### src/rtl/uart_pkg.sv
// Shared state encoding, framing constants and parity helper for the UART transmit path.
package uart_pkg;

    // PARITY is always present so the encoding does not depend on the build.
    typedef enum logic [2:0] {
        IDLE   = 3'd0,
        START  = 3'd1,
        DATA   = 3'd2,
        PARITY = 3'd3,
        STOP   = 3'd4
    } uart_tx_state_t;

    localparam int   UART_DATA_BITS  = 8;
    localparam logic UART_IDLE_LEVEL = 1'b1;

    function automatic logic even_parity(input logic [UART_DATA_BITS-1:0] data);
        return ^data;
    endfunction

endpackage

### src/rtl/uart_sync_fifo.sv
// Synchronous FIFO with a wrap bit on each pointer; head entry is read combinationally.
module uart_sync_fifo #(
    parameter int DEPTH = 4,
    parameter int WIDTH = 8
) (
    input  logic                     clk,
    input  logic                     rst_n,
    input  logic                     push,
    input  logic                     pop,
    input  logic [WIDTH-1:0]         wdata,
    output logic [WIDTH-1:0]         rdata,
    output logic                     full,
    output logic                     empty,
    output logic [$clog2(DEPTH):0]   level
);

    localparam int AW = $clog2(DEPTH);

    logic [AW:0]      wptr_r;
    logic [AW:0]      rptr_r;
    logic [AW:0]      level_r;
    logic [WIDTH-1:0] mem_r [DEPTH];
    logic             push_ok_s;
    logic             pop_ok_s;

    assign empty     = (wptr_r == rptr_r);
    assign full      = (wptr_r[AW] != rptr_r[AW]) && (wptr_r[AW-1:0] == rptr_r[AW-1:0]);
    assign rdata     = mem_r[rptr_r[AW-1:0]];
    assign level     = level_r;
    assign push_ok_s = push && !full;
    assign pop_ok_s  = pop && !empty;

    // Pointer and occupancy tracking.
    always_ff @(posedge clk or negedge rst_n) begin
        if (!rst_n) begin
            wptr_r  <= '0;
            rptr_r  <= '0;
            level_r <= '0;
        end else begin
            if (push_ok_s) begin
                wptr_r <= wptr_r + 1'b1;
            end
            if (pop_ok_s) begin
                rptr_r <= rptr_r + 1'b1;
            end
            if (push_ok_s && !pop_ok_s) begin
                level_r <= level_r + 1'b1;
            end else if (pop_ok_s && !push_ok_s) begin
                level_r <= level_r - 1'b1;
            end else begin
                level_r <= level_r;
            end
        end
    end

    // Storage array write port.
    always_ff @(posedge clk) begin
        if (push_ok_s) begin
            mem_r[wptr_r[AW-1:0]] <= wdata;
        end
    end

endmodule

### src/rtl/uart_tx_fifo.sv
// UART 8N1 transmitter fed by a small FIFO; define UART_TX_PARITY_EN to add an even-parity bit.
module uart_tx_fifo
    import uart_pkg::*;
#(
    parameter int CLKS_PER_BIT = 16,
    parameter int FIFO_DEPTH   = 4
) (
    input  logic                          clk,
    input  logic                          rst_n,
    input  logic                          ena,
    input  logic [7:0]                    in_data,
    input  logic                          in_valid,
    output logic                          in_ready,
    output logic                          tx,
    output logic                          busy,
    output logic [$clog2(FIFO_DEPTH):0]   level
);

    localparam int                 CW        = $clog2(CLKS_PER_BIT);
    localparam int                 BW        = $clog2(UART_DATA_BITS);
    localparam logic [CW-1:0]      BAUD_LAST = CW'(CLKS_PER_BIT - 1);
    localparam logic [BW-1:0]      BIT_LAST  = BW'(UART_DATA_BITS - 1);

    uart_tx_state_t              state_r;
    uart_tx_state_t              state_nxt_s;
    logic [CW-1:0]               baud_cnt_r;
    logic [CW-1:0]               baud_cnt_nxt_s;
    logic [BW-1:0]               bit_cnt_r;
    logic [BW-1:0]               bit_cnt_nxt_s;
    logic [UART_DATA_BITS-1:0]   shift_r;
    logic [UART_DATA_BITS-1:0]   shift_nxt_s;
    logic                        tx_r;
    logic                        tx_nxt_s;
    logic [UART_DATA_BITS-1:0]   head_s;
    logic                        full_s;
    logic                        empty_s;
    logic                        push_s;
    logic                        pop_s;
    logic                        wrap_s;
`ifdef UART_TX_PARITY_EN
    logic                        par_r;
    logic                        par_nxt_s;
`endif

    assign in_ready = ena && !full_s;
    assign push_s   = in_valid && in_ready;
    assign wrap_s   = (baud_cnt_r == BAUD_LAST);
    assign busy     = (state_r != IDLE) || !empty_s;
    assign tx       = tx_r;

    uart_sync_fifo #(
        .DEPTH (FIFO_DEPTH),
        .WIDTH (UART_DATA_BITS)
    ) u_fifo (
        .clk   (clk),
        .rst_n (rst_n),
        .push  (push_s),
        .pop   (pop_s),
        .wdata (in_data),
        .rdata (head_s),
        .full  (full_s),
        .empty (empty_s),
        .level (level)
    );

    // FSM state, baud/bit counters, shift register and line register.
    always_ff @(posedge clk or negedge rst_n) begin
        if (!rst_n) begin
            state_r    <= IDLE;
            baud_cnt_r <= '0;
            bit_cnt_r  <= '0;
            shift_r    <= '0;
            tx_r       <= UART_IDLE_LEVEL;
        end else begin
            state_r    <= state_nxt_s;
            baud_cnt_r <= baud_cnt_nxt_s;
            bit_cnt_r  <= bit_cnt_nxt_s;
            shift_r    <= shift_nxt_s;
            tx_r       <= tx_nxt_s;
        end
    end

    // Next-state and pop decision; STOP chains straight into START when data is waiting.
    always_comb begin
        state_nxt_s = state_r;
        pop_s       = 1'b0;
        if (ena) begin
            case (state_r)
                IDLE: begin
                    if (!empty_s) begin
                        state_nxt_s = START;
                        pop_s       = 1'b1;
                    end else begin
                        state_nxt_s = IDLE;
                    end
                end
                START: begin
                    if (wrap_s) begin
                        state_nxt_s = DATA;
                    end else begin
                        state_nxt_s = START;
                    end
                end
                DATA: begin
                    if (wrap_s && (bit_cnt_r == BIT_LAST)) begin
`ifdef UART_TX_PARITY_EN
                        state_nxt_s = PARITY;
`else
                        state_nxt_s = STOP;
`endif
                    end else begin
                        state_nxt_s = DATA;
                    end
                end
                PARITY: begin
                    if (wrap_s) begin
                        state_nxt_s = STOP;
                    end else begin
                        state_nxt_s = PARITY;
                    end
                end
                STOP: begin
                    if (wrap_s && !empty_s) begin
                        state_nxt_s = START;
                        pop_s       = 1'b1;
                    end else if (wrap_s) begin
                        state_nxt_s = IDLE;
                    end else begin
                        state_nxt_s = STOP;
                    end
                end
                default: begin
                    state_nxt_s = IDLE;
                end
            endcase
        end else begin
            state_nxt_s = state_r;
        end
    end

    // Datapath updates and the value the line register takes for the next state.
    always_comb begin
        baud_cnt_nxt_s = baud_cnt_r;
        bit_cnt_nxt_s  = bit_cnt_r;
        shift_nxt_s    = shift_r;
        tx_nxt_s       = tx_r;
        if (ena) begin
            if (pop_s) begin
                baud_cnt_nxt_s = '0;
                bit_cnt_nxt_s  = '0;
                shift_nxt_s    = head_s;
            end else if (state_r != IDLE) begin
                if (wrap_s) begin
                    baud_cnt_nxt_s = '0;
                end else begin
                    baud_cnt_nxt_s = baud_cnt_r + 1'b1;
                end
                if ((state_r == DATA) && wrap_s) begin
                    shift_nxt_s   = shift_r >> 1;
                    bit_cnt_nxt_s = bit_cnt_r + 1'b1;
                end else begin
                    shift_nxt_s   = shift_r;
                    bit_cnt_nxt_s = bit_cnt_r;
                end
            end else begin
                baud_cnt_nxt_s = '0;
            end
            case (state_nxt_s)
                IDLE:    tx_nxt_s = UART_IDLE_LEVEL;
                START:   tx_nxt_s = 1'b0;
                DATA:    tx_nxt_s = shift_nxt_s[0];
                PARITY: begin
`ifdef UART_TX_PARITY_EN
                    tx_nxt_s = par_r;
`else
                    tx_nxt_s = UART_IDLE_LEVEL;
`endif
                end
                STOP:    tx_nxt_s = 1'b1;
                default: tx_nxt_s = UART_IDLE_LEVEL;
            endcase
        end else begin
            tx_nxt_s = tx_r;
        end
    end

`ifdef UART_TX_PARITY_EN
    // Parity is captured at pop time because the shift register is consumed by DATA.
    always_comb begin
        par_nxt_s = par_r;
        if (ena && pop_s) begin
            par_nxt_s = even_parity(head_s);
        end else begin
            par_nxt_s = par_r;
        end
    end

    // Parity bit register.
    always_ff @(posedge clk or negedge rst_n) begin
        if (!rst_n) begin
            par_r <= 1'b0;
        end else begin
            par_r <= par_nxt_s;
        end
    end
`endif

endmodule

### config.mk
export PLATFORM = sky130hd
export DESIGN_NAME = uart_tx_fifo
export DESIGN_NICKNAME = d
export VERILOG_FILES = /design/src/rtl/uart_pkg.sv /design/src/rtl/uart_sync_fifo.sv /design/src/rtl/uart_tx_fifo.sv
export SDC_FILE = /design/constraint.sdc
export NUM_CORES = 1
export LEC_CHECK = 0
export CAP_MARGIN = 20
export CORE_ASPECT_RATIO = 1.2
export CORE_UTILIZATION = 62
export DETAILED_ROUTE_END_ITERATION = 8
export DONT_BUFFER_PORTS = 1
export GPL_TIMING_DRIVEN = 0
export HOLD_SLACK_MARGIN = 0.03
export PLACE_DENSITY = 0.76
export SLEW_MARGIN = 20
export SYNTH_ARGS = -nofsm -noshare
export SYNTH_HDL_FRONTEND = slang
export SYNTH_HIERARCHICAL = 1
export SYNTH_SLANG_ARGS = --single-unit
### constraint.sdc
create_clock -name clk -period 4 [get_ports clk]
set_clock_uncertainty 0.15 [all_clocks]
set_input_delay 0.4 -clock clk [delete_from_list [all_inputs] [get_ports clk]]
set_output_delay 0.4 -clock clk [all_outputs]
set_load 0.005 [all_outputs]
# Word-level counts from Yosys, hierarchy flattened
# Memories as Yosys holds them, arrays and structs flattened.
# Index checks and enable logic that the tools add are counted.
[classes]
n_addsub = 6
eq_ne = 11
mux = 26
reduce_logical = 21
[op_table]
columns = ["cell", "count"]
rows = [
  ["two-way mux 3 bit", 10],
  ["two-way mux 8 bit", 3],
  ["case mux 3 bit (5 select lines)", 1],
  ["adder 3 x 1 -> 3 bit, second input constant", 4],
  ["two-way mux 4 bit", 3],
  ["logical AND 1 bit", 10],
  ["== test 3 x 2 -> 1 bit, second input constant", 3],
  ["== test 3 x 1 -> 1 bit, second input constant", 2],
  ["== test 3 bit, second input constant", 2],
  ["two-way mux 1 bit", 6],
  ["nonzero test 2 bit", 3],
  ["adder 4 x 1 -> 4 bit, second input constant", 1],
  ["== test 4 bit, second input constant", 1],
  ["zero test 1 bit", 4],
  ["case mux 1 bit (2 select lines)", 2],
  ["== test 3 bit", 1],
  ["zero test 3 bit", 1],
  ["AND reduction 3 bit", 1],
  ["nonzero test 3 bit", 1],
  ["subtractor 3 x 1 -> 3 bit, second input constant", 1],
  ["== test 2 bit", 1],
  ["two-way mux 2 bit", 1],
  ["logical OR 1 bit", 1],
  ["inequality test 1 bit", 1],
]
[word_totals]
register_bits = 28
ramBits = 32
output_inout_bits = 6
memories = 1
[memory_table]
columns = ["name", "depth", "word_bits", "rd", "rd_ports_with_merged_regs", "write_ports", "line_no", "text"]
rows = [
  ["u_fifo.mem_r", 4, 8, 1, 0, 1, "uart_sync_fifo.sv:22", "logic [WIDTH-1:0] mem_r [DEPTH];"],
]

# Longest topological paths before layout
# Gate-level depths: netlist of run 1.
[depth]
ltp_word = 10
ltp_mapped = 14

# Hierarchy
# Netlist of run 1, hierarchy kept.
[by_module_without_submodules]
columns = ["mod", "n_inst", "cells_per_inst", "area_each_um2"]
rows = [
  ["uart_sync_fifo", 1, 102, 1841.8],
  ["uart_tx_fifo", 1, 97, 1003.5],
]

# Least setup slack after synthesis of run 1
# No wires, ideal clock.
[synth_path]
path_kind = "register to register"
from = "register u_fifo.wptr_r[0]"
to = "register u_fifo.level_r[1] (netlist: u_fifo/level[1])"
setup_ps = 125
arrival_time_ps = 2662
setup_slack_ps = 1064
path_stages_with_launch = 11
path_buffers = 1
cell_sequence = "dfrtp_1 -> xor2_2 -> nor3_1 -> or3_1 -> a211oi_2 -> buf_4 -> o31ai_2 -> ha_1 -> inv_1 -> fa_1 -> mux2_2"
[synth_between]
elab_chain_cells = 10
word_cells_on_any_way = 20
cone_classes = "eq/ne (2); mux (5); reduce/logical (13)"
[synth_lines]
columns = ["item", "line_no", "text"]
rows = [
  ["start, declared", "uart_sync_fifo.sv:19", "logic [AW:0] wptr_r;"],
  ["start signal, assigned", "uart_sync_fifo.sv:41", "wptr_r <= wptr_r + 1'b1;"],
  ["== test 3 bit (*)", "uart_sync_fifo.sv:26", "assign empty = (wptr_r == rptr_r);"],
  ["net empty_s", "uart_tx_fifo.sv:36", "logic empty_s;"],
  ["zero test 1 bit", "uart_tx_fifo.sv:123", "if (wrap_s && !empty_s) begin"],
  ["logical AND 1 bit", "uart_tx_fifo.sv:123", ""],
  ["two-way mux 1 bit", "uart_tx_fifo.sv:123", ""],
  ["case mux 1 bit (2 select lines) (*)", "uart_tx_fifo.sv:88", "case (state_r)"],
  ["two-way mux 1 bit (*)", "uart_tx_fifo.sv:87", "if (ena) begin"],
  ["net pop_s", "uart_tx_fifo.sv:38", "logic pop_s;"],
  ["logical AND 1 bit (*)", "uart_sync_fifo.sv:31", "assign pop_ok_s = pop && !empty;"],
  ["zero test 1 bit", "uart_sync_fifo.sv:46", "if (push_ok_s && !pop_ok_s) begin"],
  ["logical AND 1 bit", "uart_sync_fifo.sv:46", ""],
  ["two-way mux 3 bit / nonzero test 2 bit (equally long branches)", "--", ""],
  ["end signal, assigned", "uart_sync_fifo.sv:47", "level_r <= level_r + 1'b1;"],
  ["end signal, assigned", "uart_sync_fifo.sv:49", "level_r <= level_r - 1'b1;"],
  ["end signal, assigned", "uart_sync_fifo.sv:51", "level_r <= level_r;"],
  ["end, declared", "uart_sync_fifo.sv:21", "logic [AW:0] level_r;"],
]
# Mark *: on every way through the listed nets, which the timed path passes. The rest lies on a longest branch.
# A chain may end at the register's enable or synchronous reset.

# Worst setup path in the final report of run 1
# Ends and elaborated chain as after synthesis.

==> tab_implementation.tex, run 1 <==
\begin{tabular}{lr}
\hline
Metric & Value \\
\hline
\multicolumn{2}{l}{\textbf{Clock tree}} \\
Root Buffer Master & sky130\_fd\_sc\_hd\_\_clkbuf\_8 \\
Maximum level of the CTS H-tree & 3 \\
Buffers inserted during post-CTS setup optimization & 0 \\
Number of instances resized during post-cts repair & 0 \\
Number of buffers on the longest clock path & 2 \\
Clock Pin Slew Worst Setup and Hold Paths & 0.06 ns \\
Number of buffers added by the clock tree synthesis step & 9 \\
Clock tree from TritonCTS & built \\
Clock latency reported for the late side of the worst-skew pair & 0.34 ns \\
Clock sink count & 60 \\
\multicolumn{2}{l}{\textbf{Synthesis}} \\
Async SR Flop Fraction & 46.7\% \\
Commonest register cell after synthesis & sky130\_fd\_sc\_hd\_\_edfxtp\_1 \\
Flip-flop and latch count after synthesis & 60 \\
Most frequent cells after synthesis & sky130\_fd\_sc\_hd\_\_edfxtp\_1 (32), sky130\_fd\_sc\_hd\_\_dfrtp\_1 (27), sky130\_fd\_sc\_hd\_\_nand2\_1 (18) \\
Net Count, Synth & 221 \\
Gate Count Post-Synth & 199 \\
Post-synthesis sequential area ratio & 58.4\% \\
Yosys warns & 6 \\
Number of distinct library cells after synthesis & 48 \\
Dominant cells by area after synthesis & sky130\_fd\_sc\_hd\_\_edfxtp\_1 (34\%), sky130\_fd\_sc\_hd\_\_dfrtp\_1 (24\%), sky130\_fd\_sc\_hd\_\_mux4\_1 (7.4\%) \\
Number of enable flip-flop cells after synthesis & 32 \\
Top-count cell post-synth & sky130\_fd\_sc\_hd\_\_edfxtp\_1 \\
Synth Cell Area & 2850 um2 \\
Post-synthesis cell type with the largest combined area & sky130\_fd\_sc\_hd\_\_edfxtp\_1 \\
Fraction of synthesized cell area taken by the top area cell type & 33.8\% \\
Mean instance size in the synthesized netlist & 14.3 um2 \\
\multicolumn{2}{l}{\textbf{STA}} \\
Worst-case headroom to the max-slew limit & 51.0\% \\
Final setup margin & 0.688 ns \\
Number of max-slew violations in the final report & 0 \\
Final Critical Period & 3.31 ns \\
RSZ-0062 raised after global routing & false \\
Final Hold Vio Count & 0 \\
Fin crit share & 82.8\% \\
Fmax achieved & 0.302 GHz \\
Worst-margin pin slew & 0.733 ns \\
Final setup violation count & 0 \\
Total negative slack & 0 ns \\
\multicolumn{2}{l}{\textbf{Worst setup path}} \\
Endpoint class of the critical path & register \\
Critical path class & register to register \\
Largest fanout on the critical path & 13 \\
Type of origin of the critical path & register \\
Required time reported for the critical path endpoint & 4.07 ns \\
Arrival time worst endpoint & 3.39 ns \\
\multicolumn{2}{l}{\textbf{Detailed routing}} \\
Length of the first detailed-routing pass in iterations & 4 \\
Post-route antenna net violation count & 0 \\
Routed WL & 5.00 mm \\
Wirelength per Cell & 17.8 um \\
Drt initial violations & 119 \\
Post-route DRC & 0 \\
Total via count after detailed routing & 1712 \\
Via density & 6.09 \\
\multicolumn{2}{l}{\textbf{Pwr}} \\
Leakage dissipation & 1.28 nW \\
VDD IR-drop max & 0.377 mV \\
Cell area power density & 678 nW/um2 \\
Total power & 0.00218 W \\
\multicolumn{2}{l}{\textbf{Hold path}} \\
Type of the most critical hold path & primary input to register \\
\multicolumn{2}{l}{\textbf{Placed design}} \\
Setup slack after placement & 0.723 ns \\
Sum of net half-perimeters after detailed placement & 3.21 mm \\
Post-DP Area & 2920 um2 \\
Placer's final routability congestion estimate & 0.828 \\
Count of buffers from port buffering & 0 \\
\multicolumn{2}{l}{\textbf{Die}} \\
Number of core rows & 26 \\
Chip Width & 63.8 um \\
Top-level port count & 18 \\
Die area & 4870 um2 \\
Core box area & 4330 um2 \\
Initial Utilization & 65.8\% \\
Die Span Y & 76.2 um \\
\multicolumn{2}{l}{\textbf{Global routing}} \\
Global route overflow & 0 \\
Wire length of the first global-routing pass & 8.43 mm \\
Via count of the first global-routing pass & 1758 \\
Number of antenna violations at the first check in global routing & 0 \\
GR Util All Layers & 23.9\% \\
Pin count of the biggest net entering global routing & 29 \\
\multicolumn{2}{l}{\textbf{Layout}} \\
Share of final-layout standard cells stronger than drive strength 1 & 16.4\% \\
Synth-to-layout area growth & 12.8\% \\
Final net count & 242 \\
Post-Layout Inst Area & 3210 um2 \\
Core utilization of the finished layout & 74.2\% \\
ANT cells & 0 \\
\multicolumn{2}{l}{\textbf{Status}} \\
Outcome & complete, no violations \\
\multicolumn{2}{l}{\textbf{Job}} \\
Count of max-cap constraint violations & 0 \\
\hline
\end{tabular}
-- worst max-delay path, stage by stage (launching register included) --
cell and delay (ns):
sky130_fd_sc_hd__dfrtp_1 0.55, sky130_fd_sc_hd__xor2_2 0.35, sky130_fd_sc_hd__nor3_1 0.16, sky130_fd_sc_hd__or3_1 0.35
sky130_fd_sc_hd__a211oi_2 0.28, sky130_fd_sc_hd__buf_4 0.25, sky130_fd_sc_hd__o31ai_2 0.11, sky130_fd_sc_hd__ha_1 0.22
sky130_fd_sc_hd__inv_1 0.08, sky130_fd_sc_hd__fa_1 0.41, sky130_fd_sc_hd__mux2_2 0.26
-- final cells by class --
cell class | instances | area (um2)
buffer | 6 | 42.5
clock buffer | 11 | 131
clock inverter | 5 | 52.6
fill | 290 | 1120
inverter | 9 | 33.8
multi-input combinational | 124 | 1110
sequential | 60 | 1660
tap | 56 | 70.1
timing repair buffer | 10 | 110
-- cell families after synthesis --
group | after synthesis | synth area share (%)
AOI/OAI and AO/OA | 40 | 10.7
adders and majority gates | 10 | 4.66
and+or+nand+nor | 49 | 9.72
DFF | 60 | 58.4
buffers and inverters | 15 | 2.68
muxes | 13 | 9.32
xor gates and xnor gates | 12 | 4.49
-- placed cells by master (no fill, tap or decap), drive strengths merged, types with 8 or more instances in the layout --
cell,instances
dlygate4sd3,9
inv,9
edfxtp,32
mux4,8
ha,9
clkbuf,14
nor2,8
nand2,18
dfrtp,27
-- per-layer routing --
metal  track usage (%)  share of wire, %  up-vias
li1                  -                 -      794
met1              27.8                42      869
met2              40.4                53       41
met3              7.78               3.8        8
met4              9.55               1.7        0
met5                 0                 0        -
-- timing repair --
item                                    4_1_cts  5_1_grt
hold buffers                                 10        0
endpoints found under the hold margin        60        0
endpoints found under the setup margin        0        0
-- final timing paths --
| path | end | startpoint | slack [ns] | depth (start not counted) |
|---|---|---|---|---|
| max | u_fifo/level[1] | u_fifo/wptr_r[0] | 0.69 | 10 |
| min | state_r[1] | ena | 0.16 | 3 |
| max reg2reg | u_fifo/level[1] | u_fifo/wptr_r[0] | 0.69 | 10 |
| min reg2reg | shift_r[4] | shift_r[4] | 0.33 | 2 |
| max in group asynchronous | tx | rst_n | 3.10 | 2 |
| min in group asynchronous | baud_cnt_r[2] | rst_n | 0.37 | 2 |
-- through the flow --
step / cells / hold slack (ns)
after CTS: 281 / 0.150
final: 281 / 0.162
after global placement: 255 / -0.0450
after detailed placement: 255 / -0.0449
after floorplan: 199 / -0.0456
after global routing: 281 / 0.193
-- flip-flops by register name, summed over array words and instances (netlist names) --
name and flops:
u_fifo/mem_r 32, shift_r 8, state_r 3, u_fifo/rptr_r 3, tx 1, baud_cnt_r 4
bit_cnt_r 3, u_fifo/level 3, u_fifo/wptr_r 3
-- report_power, final --
| part | switching [W] | internal (W) | leakage [nW] |
|---|---|---|---|
| sequential | 0.000126 | 0.000807 | 0.643 |
| combinational | 0.000403 | 0.000327 | 0.540 |
| clock | 0.000230 | 0.000284 | 0.0931 |
| total | 0.000758 | 0.00142 | 1.28 |
No activity file was read; power rests on OpenSTA's default activity.
==> run 2, diff against run 1 <==
- ABC_AREA: not set -> 1
- CORE_UTILIZATION: 62 -> 63
- PLACE_DENSITY: 0.76 -> 0.77
- clock period: 4 -> 3.1 ns (I/O delays scaled with it)
==> run 2 against run 1 <==
  * Register-to-register slack got worse by 0.41 ns
  * Core utilization is 0.87 points higher
  * Clock-buffer cell count shrank 1
  * Global-route usage rose by 0.61 points
  * Cell area up 1.2%
  * Synthesized cell count increased by 39%
  * Non-clock buffer count up 2
  * Area after synthesis up 0.84%
  * Clock power is 25% higher
  * Largest power group unchanged
  * Sequential power up 25%
  * Wire length is 3.1% higher
==> tab_implementation.tex, run 2 <==
\begin{tabular}{lr}
\hline
Metric & Value \\
\hline
\multicolumn{2}{l}{\textbf{Status}} \\
Outcome & complete, no violations \\
\multicolumn{2}{l}{\textbf{Pwr}} \\
VDD IR-drop max & 0.451 mV (+20\%) \\
Leakage dissipation & 1.40 nW (+9.8\%) \\
Cell area power density & 840 nW/um2 (+24\%) \\
Total power & 0.00273 W (+25\%) \\
\multicolumn{2}{l}{\textbf{Clock tree}} \\
Clock sink count & 60 (unchanged) \\
Clock latency reported for the late side of the worst-skew pair & 0.33 ns (about the same) \\
Root Buffer Master & sky130\_fd\_sc\_hd\_\_clkbuf\_8 \\
Clock tree from TritonCTS & built \\
Maximum level of the CTS H-tree & 3 (unchanged) \\
Buffers inserted during post-CTS setup optimization & 0 (unchanged) \\
Number of buffers added by the clock tree synthesis step & 9 (unchanged) \\
Clock Pin Slew Worst Setup and Hold Paths & 0.06 ns (about the same) \\
Number of buffers on the longest clock path & 2 (unchanged) \\
\multicolumn{2}{l}{\textbf{Placed design}} \\
Count of buffers from port buffering & 0 (unchanged) \\
Sum of net half-perimeters after detailed placement & 3.45 mm (+7.5\%) \\
Setup slack after placement & 0.0609 ns (-0.662 ns) \\
Placer's final routability congestion estimate & 0.800 (-3.4\%) \\
\multicolumn{2}{l}{\textbf{Synthesis}} \\
Mean instance size in the synthesized netlist & 10.4 um2 (-27\%) \\
Dominant cells by area after synthesis & sky130\_fd\_sc\_hd\_\_edfxtp\_1 (33\%), sky130\_fd\_sc\_hd\_\_dfrtp\_1 (24\%), sky130\_fd\_sc\_hd\_\_nand2\_1 (6.8\%) \\
Commonest register cell after synthesis & sky130\_fd\_sc\_hd\_\_edfxtp\_1 \\
Post-synthesis cell type with the largest combined area & sky130\_fd\_sc\_hd\_\_edfxtp\_1 \\
Fraction of synthesized cell area taken by the top area cell type & 33.5\% (-0.28 points) \\
Number of enable flip-flop cells after synthesis & 32 (unchanged) \\
Async SR Flop Fraction & 46.7\% (unchanged) \\
Number of distinct library cells after synthesis & 36 (-25\%) \\
Gate Count Post-Synth & 276 (+39\%) \\
Top-count cell post-synth & sky130\_fd\_sc\_hd\_\_nand2\_1 \\
Synth Cell Area & 2870 um2 (+0.84\%) \\
Most frequent cells after synthesis & sky130\_fd\_sc\_hd\_\_nand2\_1 (52), sky130\_fd\_sc\_hd\_\_edfxtp\_1 (32), sky130\_fd\_sc\_hd\_\_nor2\_1 (29) \\
Post-synthesis sequential area ratio & 58.0\% (-0.48 points) \\
Net Count, Synth & 298 (+35\%) \\
Yosys warns & 6 (unchanged) \\
Flip-flop and latch count after synthesis & 60 (unchanged) \\
\multicolumn{2}{l}{\textbf{Die}} \\
Number of core rows & 26 (unchanged) \\
Core box area & 4330 um2 (unchanged) \\
Initial Utilization & 66.3\% (+0.55 points) \\
Die Span Y & 75.9 um (-0.37\%) \\
Chip Width & 63.6 um (-0.37\%) \\
Top-level port count & 18 (unchanged) \\
Die area & 4830 um2 (-0.74\%) \\
\multicolumn{2}{l}{\textbf{STA}} \\
Final Critical Period & 2.83 ns (-0.485 ns) \\
Total negative slack & 0 ns (unchanged) \\
Fin crit share & 91.2\% (+8.4 points) \\
RSZ-0062 raised after global routing & false \\
Number of max-slew violations in the final report & 0 (unchanged) \\
Final setup violation count & 0 (unchanged) \\
Final Hold Vio Count & 0 (unchanged) \\
Worst-margin pin slew & 0.768 ns (+0.0344 ns) \\
Fmax achieved & 0.354 GHz (+17\%) \\
Final setup margin & 0.273 ns (-0.415 ns) \\
Worst-case headroom to the max-slew limit & 48.6\% (-2.3 points) \\
\multicolumn{2}{l}{\textbf{Job}} \\
Count of max-cap constraint violations & 0 (unchanged) \\
\multicolumn{2}{l}{\textbf{Layout}} \\
Final net count & 320 (+32\%) \\
Commonest non-fill, non-tap cells in the layout & sky130\_fd\_sc\_hd\_\_nand2\_1 (52), sky130\_fd\_sc\_hd\_\_edfxtp\_1 (32), sky130\_fd\_sc\_hd\_\_nor2\_1 (29) \\
ANT cells & 0 (unchanged) \\
Core utilization of the finished layout & 75.0\% (+0.87 points) \\
Flip-flop count of the largest register after layout & 32 (unchanged) \\
Most common library cell in the layout ignoring fill and taps & sky130\_fd\_sc\_hd\_\_nand2\_1 \\
Synth-to-layout area growth & 13.2\% \\
Fill count & 297 (+2.4\%) \\
Share of final-layout standard cells stronger than drive strength 1 & 14.9\% (-1.6 points) \\
\multicolumn{2}{l}{\textbf{Hold path}} \\
Type of the most critical hold path & primary input to register \\
Instance count along the most critical hold path & 3 (unchanged) \\
\multicolumn{2}{l}{\textbf{Global routing}} \\
Global route overflow & 0 (unchanged) \\
GR Util All Layers & 24.5\% (+0.61 points) \\
Wire length of the first global-routing pass & 8.67 mm (+2.8\%) \\
Pin count of the biggest net entering global routing & 29 (unchanged) \\
Via count of the first global-routing pass & 1991 (+13\%) \\
Number of antenna violations at the first check in global routing & 0 (unchanged) \\
\multicolumn{2}{l}{\textbf{Worst setup path}} \\
Number of cells traversed by the worst register-to-register path & 15 (+5) \\
Arrival time worst endpoint & 2.90 ns (-0.49 ns) \\
Endpoint class of the critical path & register \\
Critical Path Slowest Stage Cell & sky130\_fd\_sc\_hd\_\_dfrtp\_1 \\
Largest fanout on the critical path & 10 (-3) \\
Critical path class & register to register \\
Critical Path Most Common Cell & sky130\_fd\_sc\_hd\_\_inv\_1 \\
Type of origin of the critical path & register \\
Largest stage delay on the critical path & 0.38 ns (-0.17 ns) \\
Required time reported for the critical path endpoint & 3.17 ns (-0.90 ns) \\
Cells traversed along the worst timing path & buf\_6, clkinv\_4, nand2\_2, nand2\_2, nand3\_2, inv\_1, nor3b\_2, nand2\_4, inv\_1, ha\_1, inv\_1, fa\_1, a21oi\_1, o21ai\_0, xnor2\_1 \\
\multicolumn{2}{l}{\textbf{Detailed routing}} \\
Drt initial violations & 113 (-5.0\%) \\
Routed WL & 5.16 mm (+3.1\%) \\
Via density & 5.48 (-10\%) \\
Length of the first detailed-routing pass in iterations & 4 (unchanged) \\
Total via count after detailed routing & 1968 (+15\%) \\
Wirelength per Cell & 14.4 um (-19\%) \\
Post-route DRC & 0 (unchanged) \\
Post-route antenna net violation count & 0 (unchanged) \\
\hline
\end{tabular}
-- run 2: cell count changes in the layout (fill, tap and decap cells not counted), moves of 5 or more --
cell / change
sky130_fd_sc_hd__inv_1: +11
sky130_fd_sc_hd__mux4_1: -8
sky130_fd_sc_hd__nand2_1: +34
sky130_fd_sc_hd__nand3_1: +13
sky130_fd_sc_hd__nor2_1: +21
sky130_fd_sc_hd__o21ai_0: +16
sky130_fd_sc_hd__o22ai_1: +8
sky130_fd_sc_hd__o31ai_1: -5
-- run 2: per-stage QoR --
stage          cells  hold WS [ns]  cell area (um2)
4_1_cts          359        0.0925             3240
6_report         359         0.105             3250
3_5_place_dp     332        -0.135             2940
3_3_place_gp     332        -0.135             2940
2_1_floorplan    276        -0.136             2870
5_1_grt          359         0.126             3250
-- run 2: timing repair --
item,4_1_cts,5_1_grt
endpoints found under the hold margin,61,0
hold buffers,11,0
endpoints found under the setup margin,0,2
gates resized for setup,0,1
-- run 2: power breakdown --
group          switching (W)  leakage, nW  internal, W
Combinational       0.000569        0.662     0.000342
Sequential          0.000136        0.647      0.00104
Clock               0.000280       0.0911     0.000362
Total               0.000986         1.40      0.00174
-- run 2: routing by layer --
metal  track usage (%)  vias up  part of all wire, %
li1                  -      982                    -
met2              39.4       42                   51
met3              7.08       10                  4.4
met4              16.4        0                  2.2
met1              28.0      934                   42
met5                 0        -                    0
-- run 2: worst paths after layout --
kind,startpoint,endpoint,slack (ns)
hold reg to reg,shift_r[3],shift_r[3],0.35
min in group asynchronous,rst_n,state_r[2],0.27
setup reg to reg,u_fifo/rptr_r[0],u_fifo/level[2],0.27
hold / removal,ena,baud_cnt_r[1],0.11
max in group asynchronous,rst_n,tx,2.30
setup / recovery,u_fifo/rptr_r[0],u_fifo/level[2],0.27
-- run 2: cell families (layout without fill, tap and decap cells) --
logic type | after synthesis | count (layout) | share of synthesized area (%)
and+or+nand+nor | 116 | 116 | 20.0
adders and majority gates | 10 | 10 | 4.62
AOI/OAI and AO/OA | 50 | 50 | 10.0
buffers and inverters | 34 | 61 | 5.49
DFF | 60 | 60 | 58.0
xor gates and xnor gates | 5 | 5 | 1.53
muxes | 1 | 1 | 0.392
-- run 2: cell type report --
type | count | area [um2] | share of cell area [%]
repair buffers | 11 | 120 | 3.70
flip-flops and latches | 60 | 1660 | 51.2
well taps | 56 | 70.1 | 2.16
clock buffers | 10 | 128 | 3.93
multi-input cells | 182 | 1050 | 32.4
inverters | 27 | 113 | 3.47
plain buffers | 7 | 45.0 | 1.39
clock inverters | 6 | 55.1 | 1.70
-- run 2: critical path, delay by kind of cell, from the launching register on --
| family | cells | cell delay, ns |
|---|---|---|
| compound gates | 2 | 0.26 |
| buf+inv | 5 | 0.50 |
| flops | 1 | 0.38 |
| fa+ha+maj | 2 | 0.54 |
| xor+xnor | 1 | 0.14 |
| simple gates | 5 | 0.76 |
==> run 3, diff against run 2 <==
- CORE_UTILIZATION: 63 -> 56
- PLACE_DENSITY: 0.77 -> 0.72
- clock period: 3.1 -> 2.6 ns (I/O delays scaled with it)
==> run 3 against run 2 <==
  * Register-to-register slack worse by 0.16 ns
  * Largest cell class unchanged
  * Sequential power grew 20%
  * Largest power group unchanged
  * Critical path type unchanged
  * Via count grew 3.8%
  * Highest routed layer unchanged
==> tab_implementation.tex, run 3 (synthesis results as in run 2) <==
\begin{tabular}{lr}
\hline
Metric & Value \\
\hline
\multicolumn{2}{l}{\textbf{Status}} \\
Outcome & complete, no violations \\
\multicolumn{2}{l}{\textbf{Layout}} \\
ANT cells & 0 (unchanged) \\
Most common library cell in the layout ignoring fill and taps & sky130\_fd\_sc\_hd\_\_nand2\_1 \\
Synth-to-layout area growth & 18.8\% \\
Flip-flop count of the largest register after layout & 32 (unchanged) \\
Post-Layout Inst Area & 3410 um2 (+5.0\%) \\
Commonest non-fill, non-tap cells in the layout & sky130\_fd\_sc\_hd\_\_nand2\_1 (52), sky130\_fd\_sc\_hd\_\_edfxtp\_1 (32), sky130\_fd\_sc\_hd\_\_nor2\_1 (29) \\
Share of final-layout standard cells stronger than drive strength 1 & 20.4\% (+5.6 points) \\
Final net count & 330 (+3.1\%) \\
\multicolumn{2}{l}{\textbf{Placed design}} \\
Setup slack after placement & -0.148 ns (-0.209 ns) \\
Sum of net half-perimeters after detailed placement & 3.47 mm (+0.57\%) \\
Post-DP Area & 2950 um2 (+0.34\%) \\
Count of buffers from port buffering & 0 (unchanged) \\
Placer's final routability congestion estimate & 0.781 (-2.4\%) \\
\multicolumn{2}{l}{\textbf{Worst setup path}} \\
Critical path's top delay family & simple AND/OR/NAND/NOR gates \\
Critical Path Slowest Stage Cell & sky130\_fd\_sc\_hd\_\_dfrtp\_1 \\
Largest stage delay on the critical path & 0.38 ns (about the same) \\
Required time reported for the critical path endpoint & 2.68 ns (-0.49 ns) \\
Number of cells traversed by the worst register-to-register path & 15 (unchanged) \\
Critical path class & register to register \\
FF-to-FF End & u\_fifo/level[2] \\
Type of origin of the critical path & register \\
Arrival time worst endpoint & 2.57 ns (-0.33 ns) \\
Endpoint class of the critical path & register \\
Cells traversed along the worst timing path & buf\_6, clkinv\_4, nand2\_2, nand2\_4, nand3\_4, inv\_2, nor3b\_4, nand2\_4, inv\_1, ha\_1, inv\_2, fa\_2, a21oi\_2, o21ai\_1, xnor2\_1 \\
Start of the worst register-to-register path & u\_fifo/rptr\_r[0] \\
Critical path buffer and inverter count & 5 (unchanged) \\
Largest fanout on the critical path & 9 (-1) \\
R2r setup slk & 0.11 ns (-0.16 ns) \\
\multicolumn{2}{l}{\textbf{Die}} \\
Chip Width & 67.3 um (+5.9\%) \\
Die area & 5410 um2 (+12\%) \\
Die Span Y & 80.4 um (+5.9\%) \\
Initial Utilization & 58.1\% (-8.2 points) \\
Core box area & 4940 um2 (+14\%) \\
Top-level port count & 18 (unchanged) \\
Number of core rows & 28 (+7.7\%) \\
\multicolumn{2}{l}{\textbf{STA}} \\
Number of max-slew violations in the final report & 0 (unchanged) \\
Final setup violation count & 0 (unchanged) \\
Fin crit share & 95.7\% (+4.5 points) \\
Fmax achieved & 0.402 GHz (+14\%) \\
Worst-case headroom to the max-slew limit & 44.8\% (-3.9 points) \\
Worst-margin pin slew & 0.826 ns (+0.0577 ns) \\
RSZ-0062 raised after global routing & true \\
Final setup margin & 0.111 ns (-0.162 ns) \\
Final Critical Period & 2.49 ns (-0.338 ns) \\
Final Hold Vio Count & 0 (unchanged) \\
\multicolumn{2}{l}{\textbf{Global routing}} \\
Global route overflow & 0 (unchanged) \\
Pin count of the biggest net entering global routing & 29 (unchanged) \\
Wire length of the first global-routing pass & 8.83 mm (+1.8\%) \\
GR Util All Layers & 23.3\% (-1.2 points) \\
Via count of the first global-routing pass & 1977 (-0.70\%) \\
Number of antenna violations at the first check in global routing & 0 (unchanged) \\
\multicolumn{2}{l}{\textbf{Detailed routing}} \\
Length of the first detailed-routing pass in iterations & 4 (unchanged) \\
Post-route antenna net violation count & 0 (unchanged) \\
Total via count after detailed routing & 2043 (+3.8\%) \\
Drt initial violations & 133 (+18\%) \\
Routed WL & 5.51 mm (+6.8\%) \\
Post-route DRC & 0 (unchanged) \\
Wirelength per Cell & 14.8 um (+2.8\%) \\
Via density & 5.48 (about the same) \\
\multicolumn{2}{l}{\textbf{Clock tree}} \\
Clock sink count & 60 (unchanged) \\
Clock latency reported for the late side of the worst-skew pair & 0.34 ns (about the same) \\
Clock Pin Slew Worst Setup and Hold Paths & 0.07 ns (about the same) \\
Clock tree from TritonCTS & built \\
Number of buffers on the longest clock path & 2 (unchanged) \\
Root Buffer Master & sky130\_fd\_sc\_hd\_\_clkbuf\_8 \\
Number of buffers added by the clock tree synthesis step & 9 (unchanged) \\
Maximum level of the CTS H-tree & 3 (unchanged) \\
\multicolumn{2}{l}{\textbf{Hold path}} \\
Instance count along the most critical hold path & 2 (-1) \\
Hold Crit Endpoint & baud\_cnt\_r[2] \\
Type of the most critical hold path & primary input to register \\
Startpoint of the worst hold path & ena \\
\multicolumn{2}{l}{\textbf{Pwr}} \\
Leakage dissipation & 1.47 nW (+4.7\%) \\
Cell area power density & 1050 nW/um2 (+26\%) \\
VDD IR-drop max & 0.877 mV (+94\%) \\
\multicolumn{2}{l}{\textbf{Job}} \\
Count of max-cap constraint violations & 0 (unchanged) \\
\hline
\end{tabular}
==> run 3: changes by cell type in the layout (fill, tap and decap cells not counted), sizes merged <==
cell	before	now
bufinv	1	2
buf	6	16
clkinv	7	5
clkbuf	12	13
==> run 3: per-stage QoR <==
step           hold WS, ns  utilization, %  TNS [ns]  total power (W)  cells
2_1_floorplan       -0.186               -         0          0.00222    276
3_3_place_gp        -0.185            59.7    -0.637          0.00244    336
3_5_place_dp        -0.185            59.7    -0.935          0.00247    336
4_1_cts             0.0623            68.0         0          0.00352    367
5_1_grt             0.0923            69.0   -0.0398          0.00384    373
6_report            0.0920            69.0         0          0.00359    373
==> run 3: metal layers <==
| metal | wire length [um] | vias to the layer above | global-route usage, % |
|---|---|---|---|
| li1 | - | 1009 | - |
| met1 | 2290 | 965 | 26.4 |
| met2 | 2830 | 54 | 37.9 |
| met3 | 232 | 15 | 7.81 |
| met4 | 163 | 0 | 12.8 |
| met5 | 0 | - | 0 |
==> run 3: area by class of cell <==
type | instances | area [um2]
buffer | 7 | 45.0
clock buffer | 11 | 131
inverter | 27 | 123
clock inverter | 5 | 77.6
sequential | 60 | 1660
tap | 60 | 75.1
fill | 385 | 1530
multi-input combinational | 182 | 1100
timing repair buffer | 21 | 195
==> run 3: repair_timing <==
item	4_1_cts	5_1_grt
endpoints found under the setup margin	26	2
pin swaps	3	4
hold buffers	11	0
gates cloned	0	0
setup buffers	4	6
hold endpoints to repair	61	0
gates resized for setup	11	5
==> run 3: worst max-delay path by stage <==
stage	startpoint	to	cells after the start
floorplan	u_fifo/rptr_r[0]	u_fifo/level[2]	15
global placement	u_fifo/rptr_r[0]	u_fifo/level[2]	15
detailed placement	u_fifo/rptr_r[0]	u_fifo/level[2]	15
CTS	u_fifo/rptr_r[0]	u_fifo/level[2]	16
global route	u_fifo/rptr_r[0]	u_fifo/level[2]	15
finish	u_fifo/rptr_r[0]	u_fifo/level[2]	15
==> run 3: power by group <==
group | switching (W) | internal [W]
Sequential | 0.000164 | 0.00124
Clock | 0.000357 | 0.000537
Combinational | 0.000772 | 0.000526
==> run 3: worst register-to-register path, cell delays in order, from the launching register on <==
cell	delay [ns]
sky130_fd_sc_hd__dfrtp_1	0.38
sky130_fd_sc_hd__buf_6	0.13
sky130_fd_sc_hd__clkinv_4	0.08
sky130_fd_sc_hd__nand2_2	0.09
sky130_fd_sc_hd__nand2_4	0.07
sky130_fd_sc_hd__nand3_4	0.12
sky130_fd_sc_hd__inv_2	0.06
sky130_fd_sc_hd__nor3b_4	0.25
sky130_fd_sc_hd__nand2_4	0.10
sky130_fd_sc_hd__inv_1	0.08
sky130_fd_sc_hd__ha_1	0.15
sky130_fd_sc_hd__inv_2	0.05
sky130_fd_sc_hd__fa_2	0.34
sky130_fd_sc_hd__a21oi_2	0.13
sky130_fd_sc_hd__o21ai_1	0.08
sky130_fd_sc_hd__xnor2_1	0.12
